## src/rtl/fv_edge_rd_arb.sv

```systemverilog
// Round-robin read arbiter between Edge PEs and one bank controller, with tagged response routing.
// Optional watchdog on WAIT_RSP enabled by defining FV_ARB_TIMEOUT_EN (adds timeout_err port).
module fv_edge_rd_arb #(
    parameter int unsigned NUM_PE    = 4,
    parameter int unsigned NODE_ID_W = 10,
    parameter int unsigned FV_W      = 256,
    parameter int unsigned TAG_W     = $clog2(NUM_PE)
) (
    input  logic                          clk,
    input  logic                          reset,
    input  logic [NUM_PE-1:0]             pe_req_valid,
    input  logic [NUM_PE*NODE_ID_W-1:0]   pe_req_node_id,
    output logic [NUM_PE-1:0]             pe_req_ready,
    input  logic                          bank_available,
    output logic                          req_valid,
    output logic [NODE_ID_W-1:0]          req_node_id,
    output logic [TAG_W-1:0]              req_pe_tag,
    input  logic                          rd_valid,
    input  logic                          rd_sos,
    input  logic                          rd_eos,
    input  logic [TAG_W-1:0]              rd_pe_tag,
    input  logic [FV_W-1:0]               rd_data,
    output logic [NUM_PE-1:0]             pe_rsp_valid,
    output logic                          pe_rsp_sos,
    output logic                          pe_rsp_eos,
    output logic [FV_W-1:0]               pe_rsp_data,
    output logic                          busy,
`ifdef FV_ARB_TIMEOUT_EN
    output logic                          timeout_err,
`endif
    output logic                          tag_err
);

    typedef enum logic [1:0] {StIdle, StIssue, StWaitRsp} state_t;

    state_t                 state_q, state_d;
    logic [TAG_W-1:0]       last_grant_q, last_grant_d;
    logic [TAG_W-1:0]       tag_d;
    logic [NODE_ID_W-1:0]   node_d;
    logic                   req_valid_d;
    logic [NUM_PE-1:0]      ready_d;
    logic [NUM_PE-1:0]      rsp_valid_d;
    logic                   sos_d, eos_d;
    logic [FV_W-1:0]        data_d;
    logic                   busy_d;
    logic                   tag_err_d;
    logic                   found;
    logic [TAG_W-1:0]       pick;
    logic [TAG_W-1:0]       cand;
    logic                   match;
`ifdef FV_ARB_TIMEOUT_EN
    logic [7:0]             wdog_q, wdog_d;
    logic                   timeout_d;
`endif

    always_comb begin
        state_d      = state_q;
        last_grant_d = last_grant_q;
        tag_d        = req_pe_tag;
        node_d       = req_node_id;
        req_valid_d  = 1'b0;
        ready_d      = '0;
        rsp_valid_d  = '0;
        sos_d        = 1'b0;
        eos_d        = 1'b0;
        data_d       = pe_rsp_data;
        tag_err_d    = tag_err;
        found        = 1'b0;
        pick         = '0;
        cand         = '0;
`ifdef FV_ARB_TIMEOUT_EN
        wdog_d       = wdog_q;
        timeout_d    = timeout_err;
`endif

        // Search starts just after the last winner; index wraps since NUM_PE is a power of two.
        for (int i = 0; i < NUM_PE; i++) begin
            cand = last_grant_q + TAG_W'(i + 1);
            if (!found && pe_req_valid[cand]) begin
                found = 1'b1;
                pick  = cand;
            end
        end

        match = rd_valid && (state_q == StWaitRsp) && (rd_pe_tag == req_pe_tag);

        case (state_q)
            StIdle: begin
                if (bank_available && found) begin
                    tag_d         = pick;
                    node_d        = pe_req_node_id[int'(pick)*NODE_ID_W +: NODE_ID_W];
                    req_valid_d   = 1'b1;
                    ready_d[pick] = 1'b1;
                    state_d       = StIssue;
                end
            end
            StIssue: begin
                state_d = StWaitRsp;
`ifdef FV_ARB_TIMEOUT_EN
                wdog_d  = 8'd0;
`endif
            end
            StWaitRsp: begin
                if (match && rd_eos) begin
                    state_d      = StIdle;
                    last_grant_d = req_pe_tag;
                end
`ifdef FV_ARB_TIMEOUT_EN
                if (match) begin
                    wdog_d = 8'd0;
                end else begin
                    wdog_d = wdog_q + 8'd1;
                    if (wdog_q == 8'd254) begin
                        state_d      = StIdle;
                        last_grant_d = req_pe_tag;
                        timeout_d    = 1'b1;
                    end
                end
`endif
            end
            default: state_d = StIdle;
        endcase

        if (rd_valid && !match) begin
            tag_err_d = 1'b1;
        end
        if (match) begin
            rsp_valid_d[rd_pe_tag] = 1'b1;
            sos_d                  = rd_sos;
            eos_d                  = rd_eos;
            data_d                 = rd_data;
        end

        busy_d = (state_d != StIdle);
    end

    always_ff @(posedge clk or posedge reset) begin
        if (reset) begin
            state_q      <= StIdle;
            last_grant_q <= TAG_W'(NUM_PE - 1);
            req_valid    <= 1'b0;
            req_node_id  <= '0;
            req_pe_tag   <= '0;
            pe_req_ready <= '0;
            pe_rsp_valid <= '0;
            pe_rsp_sos   <= 1'b0;
            pe_rsp_eos   <= 1'b0;
            pe_rsp_data  <= '0;
            busy         <= 1'b0;
            tag_err      <= 1'b0;
`ifdef FV_ARB_TIMEOUT_EN
            wdog_q       <= 8'd0;
            timeout_err  <= 1'b0;
`endif
        end else begin
            state_q      <= state_d;
            last_grant_q <= last_grant_d;
            req_valid    <= req_valid_d;
            req_node_id  <= node_d;
            req_pe_tag   <= tag_d;
            pe_req_ready <= ready_d;
            pe_rsp_valid <= rsp_valid_d;
            pe_rsp_sos   <= sos_d;
            pe_rsp_eos   <= eos_d;
            pe_rsp_data  <= data_d;
            busy         <= busy_d;
            tag_err      <= tag_err_d;
`ifdef FV_ARB_TIMEOUT_EN
            wdog_q       <= wdog_d;
            timeout_err  <= timeout_d;
`endif
        end
    end

endmodule

```

## config.mk

```make
export PLATFORM = sky130hd
export DESIGN_NAME = fv_edge_rd_arb
export DESIGN_NICKNAME = d
export VERILOG_FILES = /design/src/rtl/fv_edge_rd_arb.sv
export SDC_FILE = /design/constraint.sdc
export NUM_CORES = 1
export LEC_CHECK = 0
export ABC_CLOCK_PERIOD_IN_PS = 16800
export BUFFER_PORTS_ARGS = -buffer_cell sky130_fd_sc_hd__buf_2
export CAP_MARGIN = 30
export CORE_AREA = 3 3 229 231
export CTS_BUF_LIST = sky130_fd_sc_hd__clkbuf_8
export DETAILED_ROUTE_END_ITERATION = 8
export DIE_AREA = 0 0 232 234
export GPL_ROUTABILITY_DRIVEN = 0
export SYNTH_ARGS = -nofsm -noshare
export SYNTH_HDL_FRONTEND = slang
export SYNTH_SLANG_ARGS = --single-unit
```

## constraint.sdc

```tcl
create_clock -name clk -period 16.8 [get_ports clk]
set_input_delay 1.68 -clock clk [delete_from_list [all_inputs] [get_ports clk]]
set_output_delay 1.68 -clock clk [all_outputs]
set_load 0.02 [all_outputs]
```

======== Word level (Yosys, flattened, before mapping) ========
Cells that the tools add are included.
operators by class
  reductions and logical operators ........ 18
  equal/unequal tests ..................... 3
  multipliers ............................. 1
  magnitude comparators ................... 8
  shift operators ......................... 1
  multiplexer cells ....................... 30
  add/subtract/negate cells ............... 3
operators by type and width
  cell                                                                                  number
  40-bit by 7-bit variable part select with 10-bit output                               1
  2-bit by 3-bit less-than comparator with 1-bit output (second input constant)         6
  1-bit 2-to-1 mux                                                                      14
  2-bit 2-to-1 mux                                                                      6
  4-bit 2-to-1 mux                                                                      3
  1-bit logical AND                                                                     10
  1-bit binary-select mux with 2-bit select                                             4
  2-bit one-hot mux with 3 select lines                                                 1
  2-bit by 3-bit multiplier with 5-bit output (second input constant)                   1
  2-bit adder (second input constant)                                                   2
  1-bit demux with 2-bit select                                                         2
  2-bit by 1-bit greater-or-equal comparator with 1-bit output (second input constant)  2
  1-bit logical NOT                                                                     4
  2-bit AND reduction                                                                   2
  2-bit by 1-bit adder with 2-bit output (second input constant)                        1
  2-bit by 1-bit equality test with 1-bit output (second input constant)                1
  2-bit equality test                                                                   1
  2-bit equality test (second input constant)                                           1
  2-bit logical NOT                                                                     1
  2-bit nonzero test                                                                    1
word-level totals
  word-level logic and storage cells ...... 76
  register bits ........................... 285
  output and inout bits ................... 281

======== Logic depth before layout (Yosys ltp) ========
Gate-level depths: netlist of run 1.
  depth after elaboration ................. 19
  depth in mapped cells ................... 7

======== Least setup slack after synthesis of run 1 ========
No wires, ideal clock.
  path kind ............................... input to register
  start ................................... in rd_pe_tag[0]
  end ..................................... reg pe_rsp_data[65]
  setup slack ............................. 13,734 ps
  data required time ...................... 16,675 ps
  arrival time ............................ 2,941 ps
  stages on the path ...................... 6
  path through ............................ xor2_1 nor4_1 buf_2 buf_6 buf_4 mux2_2
on the way
  word-level cells in the longest chain between the ends .. 2
RTL lines
  item                  line  source
  start, declared       21    input logic [TAG_W-1:0] rd_pe_tag,
  2-bit equality test   85    match = rd_valid && (state_q == StWaitRsp) && (rd_pe_tag == req_pe_tag);
  1-bit logical AND     85
  end signal, assigned  165   pe_rsp_data <= data_d;
  end, declared         26    output logic [FV_W-1:0] pe_rsp_data,
Every way passes these cells.
A chain may end at the register's enable or synchronous reset.

======== Final worst setup path of run 1 ========
  start ................................... in rd_pe_tag[0]
  end ..................................... reg pe_rsp_data[64]
The elaborated chain is that of the path after synthesis.

==> results of run 1 <==
## final cells by class
class | count | area, um2 | share of cell area
Sequential cell | 285 | 7130 | 0.456
Multi-Input combinational cell | 357 | 3590 | 0.229
Antenna cell | 2 | 5.00 | 0.000320
Clock inverter | 29 | 141 | 0.00903
Inverter | 5 | 26.3 | 0.00168
Clock buffer | 62 | 853 | 0.0545
Timing Repair Buffer | 598 | 3070 | 0.196
Tap cell | 672 | 841 | 0.0537
## cells in the mapped netlist, drive strengths merged
library cell	instances	area share
o221ai	1	0.0014
o211ai	10	0.0068
mux2	268	0.27
and3	1	0.00057
buf	36	0.022
a21oi	2	0.00091
o21a	1	0.00068
mux2i	11	0.010
or2	1	0.00057
o31ai	1	0.0011
nor2	3	0.0010
and3b	2	0.0016
nor4	1	0.00057
or4	1	0.00068
nand3	20	0.0091
nand2	17	0.0058
nor2b	4	0.0023
dfstp	2	0.0048
nand2b	6	0.0034
clkbuf	1	0.00034
xor2	2	0.0016
inv	5	0.0017
nor3b	2	0.0014
and2	1	0.00057
o21ai	1	0.00046
o21bai	1	0.00068
dfrtp	283	0.65
## routing by layer
layer  vias to the layer above  routed length [um]  track usage
met3                        59                3000       0.0418
li1                       3662                   -            -
met4                         4                 749       0.0387
met2                       340               17000        0.196
met1                      3995               12100        0.127
met5                         -                  16            0
## power by group through the flow
stage               clock (mW)  sequential [mW]  combinational, mW
floorplan                    0             1.58              0.429
global placement             0             1.18               1.31
detailed placement           0             1.20               1.33
CTS                      0.660             1.19               1.33
global route             0.692             1.22               1.40
finish                   0.626             1.18               1.31
## worst max-delay path by stage
stage | startpoint | endpoint | slack, ps | cells after the start
floorplan | reset | busy$_DFF_PP0_ | 7260 | 1
global placement | rd_pe_tag[0] | pe_rsp_data[154]$_DFFE_PP0P_ | 12280 | 6
detailed placement | rd_pe_tag[0] | pe_rsp_data[64]$_DFFE_PP0P_ | 12280 | 6
CTS | rd_pe_tag[0] | pe_rsp_data[64]$_DFFE_PP0P_ | 12940 | 6
global route | rd_pe_tag[0] | pe_rsp_data[116]$_DFFE_PP0P_ | 12780 | 6
finish | rd_pe_tag[0] | pe_rsp_data[64]$_DFFE_PP0P_ | 12900 | 6
## kinds of logic (layout without fill, tap and decap cells)
logic type             after synthesis  count (layout)  share of synthesized area
XOR/XNOR                             2               2                    0.00160
buffers and inverters               42             694                     0.0237
AND/OR/NAND/NOR                     59              59                     0.0276
other                                0               2                          0
flip-flops                         285             285                      0.650
multiplexers                       279             279                      0.285
AO/OA/AOI/OAI                       17              17                     0.0121
## sequential cells by signal (all words and copies together), names as in the netlist
signal,cells
pe_rsp_valid,4
pe_req_ready,4
last_grant_q,2
pe_rsp_sos,1
tag_err,1
pe_rsp_eos,1
req_valid,1
req_pe_tag,2
req_node_id,10
pe_rsp_data,256
state_q,2
busy,1
==> results.md, run 1 <==
* Clk pwr share at 0.201
* Postcts setup bufs at 0
* WL final at 32800 um
* Crit-path cells: buf_2 > xor2_1 > nor4_2 > buf_4 > buf_4 > mux2_2
* Critical path's most frequent cell: buf_4
* Worst path slowest cell: buf_4
* I/O pins at 589
* H-tree depth at 2
* Slew headroom at 0.369
* Sequential area share after synthesis at 0.650
* Worst-Margin Slew at 946 ps
* GR Overflow Total at 0
* Leading cell type in the layout, fill and taps excluded: buf_2
* Startpoint Class: primary input
* TNS Setup at 0 ps
* Vias/cell at 4.01
* YS warnings at 0
* Vias in the first global route at 8252
* Area after DPL at 0.0146 mm2
* Initial DRT Pass Iterations at 4
* Clock Tree Buf Depth at 3
* Resized Gates After CTS at 0
* Final setup viols at 0
* DIE AREA at 0.0543 mm2
* Flop pwr share at 0.379
* Post-route DRC at 0
* Gate power share at 0.420
* Critical path peak fanout at 67
* Final hold slack at 477 ps
* Non-filler cells, final at 2010
* Critical path data arrival time at 4340 ps
* Distinct cell type count after synthesis at 31
* Fillers at 5160
* IO Port Bufs at 588
* Status: complete, no violations
* Clock skew at 18.3 ps
* Row cnt at 82
* Post-synth net total at 992
* Mapped Area at 0.0110 mm2
* Starting Density at 0.218
* Leakage power at 7.87 nW
* DRT antenna net count at 0
* Hold wc startpoint: tag_err$_DFFE_PP0P_
* Fin nets at 1606
* Synth-to-Final Area Change at 42.7%
* Dpl cells at 1915
* Max incr delay on CP at 780 ps
* Hold-fix buffers, CTS at 0
* Final WS setup at 12900 ps
* Clock transition at path regs at 60 ps
* Worst reg-to-reg path cell count at 5
* Worst hold stages at 1
* Total power draw at 3.12 mW
* Power Density at 199 mW/mm2
* Max Cap Viol at 0
* Maximum VDD drop at 80.7 uV
* First-pass GRT wire length at 47500 um
* Place WS at 12280 ps
* Req. time, crit path at 17250 ps
* Post-Syn Area per Cell at 16.0 um2
* CTS Buf Count at 51
* Core area at 0.0503 mm2
* Fraction of layout instances using a drive strength above 1 at 0.700
* Die H at 234 um
* P_sw at 1.21 mW
* Root buffer cell: clkbuf_8
* Most frequent cells in the layout: buf_2 (588), dfrtp_1 (283), mux2_2 (261)
* Initial drt markers at 215
* TritonCTS clock tree: yes
* Worst Hold Class: reg2reg
* R2r startpoint: req_pe_tag[0]$_DFFE_PP0P_
* CP Buf/Inv Count at 3
* Hold Vio Cnt, Final at 0
* Slew Viols, Final at 0
* Finished Cell Area at 0.0157 mm2
* Fmax at 257 MHz
* Worst-Skew Late Latency at 580 ps
* Reg2reg setup slack at 13630 ps
* Clock sink total at 285
* Chip width at 232 um
* Delay-heaviest family, CP: buffers and inverters
* Internal power at 1.91 mW
* Routed len/inst at 16.3 um
* Total track usage at 0.113
* Vias at 8060
* Hpwl dp at 24900 um
* Crit end category: flip-flop
* Cells after Synth at 684
* Switch share at 0.388
* Number of antenna violations at the first check in global routing at 2
* Final Util at 0.311
* Critical Setup Path Class: in2reg
* Final Critical Period at 3900 ps
* Unrepaired setup endpoints after global routing: no
* Sink of the worst hold path: tag_err$_DFFE_PP0P_
* FF-to-FF End: pe_rsp_data[64]$_DFFE_PP0P_
* Pin count of the biggest net entering global routing at 148
* Period utilization at 0.232
* Synthesized flop and latch total at 285
Note: power is estimated with default switching activity, not from simulation.
==> inputs of run 2 (changes only) <==
--- a/config.mk
+++ b/config.mk
@@ -5,13 +5,13 @@
 export SDC_FILE = /design/constraint.sdc
 export NUM_CORES = 1
 export LEC_CHECK = 0
-export ABC_CLOCK_PERIOD_IN_PS = 16800
+export ABC_CLOCK_PERIOD_IN_PS = 4000
 export BUFFER_PORTS_ARGS = -buffer_cell sky130_fd_sc_hd__buf_2
 export CAP_MARGIN = 30
-export CORE_AREA = 3 3 229 231
+export CORE_AREA = 3 3 231 233
 export CTS_BUF_LIST = sky130_fd_sc_hd__clkbuf_8
 export DETAILED_ROUTE_END_ITERATION = 8
-export DIE_AREA = 0 0 232 234
+export DIE_AREA = 0 0 234 236
 export GPL_ROUTABILITY_DRIVEN = 0
 export SYNTH_ARGS = -nofsm -noshare
 export SYNTH_HDL_FRONTEND = slang
==> constraint.sdc (replaced) <==
create_clock -name clk -period 4 [get_ports clk]
set_input_delay 0.4 -clock clk [delete_from_list [all_inputs] [get_ports clk]]
set_output_delay 0.4 -clock clk [all_outputs]
set_load 0.02 [all_outputs]
==> run 2 against run 1 <==
  * Final cell count up 12%
  * Cell area up 15%
  * Critical path type unchanged
  * Sequential power rose to 4.2 times the previous value
  * Global-route usage up 1.3 points
  * Highest routed layer is now met4
  * Clock power rose to 3.9 times the previous value
  * Sequential share of layout area down 6.1 points
  * Critical path depth up 1
  * Critical endpoint is now pe_rsp_data[32]$_DFFE_PP0P_
==> results.md, run 2 (synthesis gave the netlist of run 1 again) <==
* Total track usage at 0.125
* Chip width at 234 um
* Place WS at 1440 ps
* Status: complete, no violations
* Vias/cell at 4.06
* Worst setup startpoint: rd_pe_tag[0]
* Slew Viols, Final at 0
* DIE AREA at 0.0552 mm2
* R2r startpoint: req_pe_tag[0]$_DFFE_PP0P_
* Req. time, crit path at 4460 ps
* Row cnt at 83
* Worst path depth at 7
* Hold Vio Cnt, Final at 0
* CP Buf/Inv Count at 4
* Crit path capture: pe_rsp_data[32]$_DFFE_PP0P_
* Starting Density at 0.214
* Core area at 0.0514 mm2
* Startpoint Class: primary input
* FF-to-FF End: pe_rsp_data[32]$_DFFE_PP0P_
* Vias in the first global route at 10.0k
* Finished Cell Area at 0.0181 mm2
* TNS Setup at 0 ps
* Area after DPL at 0.0147 mm2
* Reg2reg setup slack at 1580 ps
* Pin count of the biggest net entering global routing at 107
* Critical path peak fanout at 96
* IO Port Bufs at 588
* I/O pins at 589
* Clock transition at path regs at 50 ps
* Total power draw at 13.3 mW
* Clock Tree Buf Depth at 3
* Fin nets at 1856
* Vias at 9151
* Final Critical Period at 2460 ps
* Synth-to-Final Area Change at 64.7%
* DRT antenna net count at 0
* Root buffer cell: clkbuf_8
* Leakage power at 8.85 nW
* TritonCTS clock tree: yes
* WL met1 at 12700 um
* Worst path slowest cell: dlygate4sd3_1
* Delay-heaviest family, CP: buffers and inverters
* Critical path's most frequent cell: buf_12
* Top layer in use: met4
* Clock skew at 33.2 ps
* Worst-Margin Slew at 699 ps
* Leading cell type in the layout, fill and taps excluded: buf_2
* Max incr delay on CP at 540 ps
* CTS Buf Count at 51
* Critical Setup Path Class: in2reg
* Max Cap Viol at 0
* Met3 wire len at 2700 um
* Final WS setup at 1540 ps
* GR Overflow Total at 0
* Final Util at 0.352
* Initial drt markers at 252
* Fraction of layout instances using a drive strength above 1 at 0.592
* Largest regs: pe_rsp_data: 256 flops, req_node_id: 10 flops
* Fmax at 407 MHz
* Crit end category: flip-flop
* Worst-Skew Late Latency at 600 ps
* Unrepaired setup endpoints after global routing: no
* Worst Hold Class: in2reg
* Power Density at 733 mW/mm2
* Post-route DRC at 0
* Crit-path cells: dlygate4sd3_1 > buf_2 > xor2_1 > nor4_2 > buf_12 > buf_12 > mux2_2
* Hpwl dp at 25200 um
* Maximum VDD drop at 355 uV
* Number of antenna violations at the first check in global routing at 2
* Resized Gates After CTS at 0
* H-tree depth at 2
* WL final at 36400 um
* Die H at 236 um
* Period utilization at 0.614
* Routed len/inst at 16.1 um
* Most frequent cells in the layout: buf_2 (588), dfrtp_1 (283), mux2_2 (261)
* Critical path data arrival time at 2910 ps
* Final setup viols at 0
* Slew headroom at 0.533
* First-pass GRT wire length at 54700 um
* Max reg flops at 256
* Clock sink total at 285
* Worst reg-to-reg path cell count at 5
* Initial DRT Pass Iterations at 4
* Largest reg by FF count: pe_rsp_data
* Met2 WL at 19800 um
## run 2: layer usage
layer,vias up,global-route usage
met5,-,0
met4,0,0.0519
met3,87,0.0329
met2,402,0.241
met1,4514,0.125
li1,4148,-
## run 2: report_power, final
part	internal [mW]	switching (mW)	leakage, nW
logic	2.45	3.33	4.83
clock network	1.33	1.14	0.533
registers	4.27	0.726	3.48
total	8.06	5.20	8.85
## run 2: worst min-delay path by stage
| stage | start | to | slack [ps] | cells past startpoint |
|---|---|---|---|---|
| CTS | rd_data[34] | pe_rsp_data[34]$_DFFE_PP0P_ | 0.003 | 2 |
| detailed placement | tag_err$_DFFE_PP0P_ | tag_err$_DFFE_PP0P_ | 460 | 1 |
| global route | rd_data[136] | pe_rsp_data[136]$_DFFE_PP0P_ | 20 | 2 |
| finish | rd_data[94] | pe_rsp_data[94]$_DFFE_PP0P_ | 80 | 2 |
| floorplan | rd_pe_tag[1] | pe_rsp_valid[1]$_DFF_PP0_ | 470 | 1 |
| global placement | tag_err$_DFFE_PP0P_ | tag_err$_DFFE_PP0P_ | 460 | 1 |
## run 2: layout make-up
type	instances	area, um2
sequential	285	7130
timing repair buffer	848	5570
multi-input combinational	357	3590
clock inverter	20	78.8
antenna	1	2.50
inverter	5	22.5
fill	5018	33300
clock buffer	60	826
tap	680	851
## run 2: repair_timing
item	CTS	global route
hold endpoints to repair	265	0
hold buffers	245	0
buffers inserted	0	0
## run 2: per-stage QoR
| stage | hold slack [ps] | cells |
|---|---|---|
| finish | 80.5 | 2256 |
| global route | 16.9 | 2256 |
| CTS | 0.00289 | 2255 |
| detailed placement | 461 | 1930 |
| global placement | 459 | 1930 |
| floorplan | 465 | 684 |
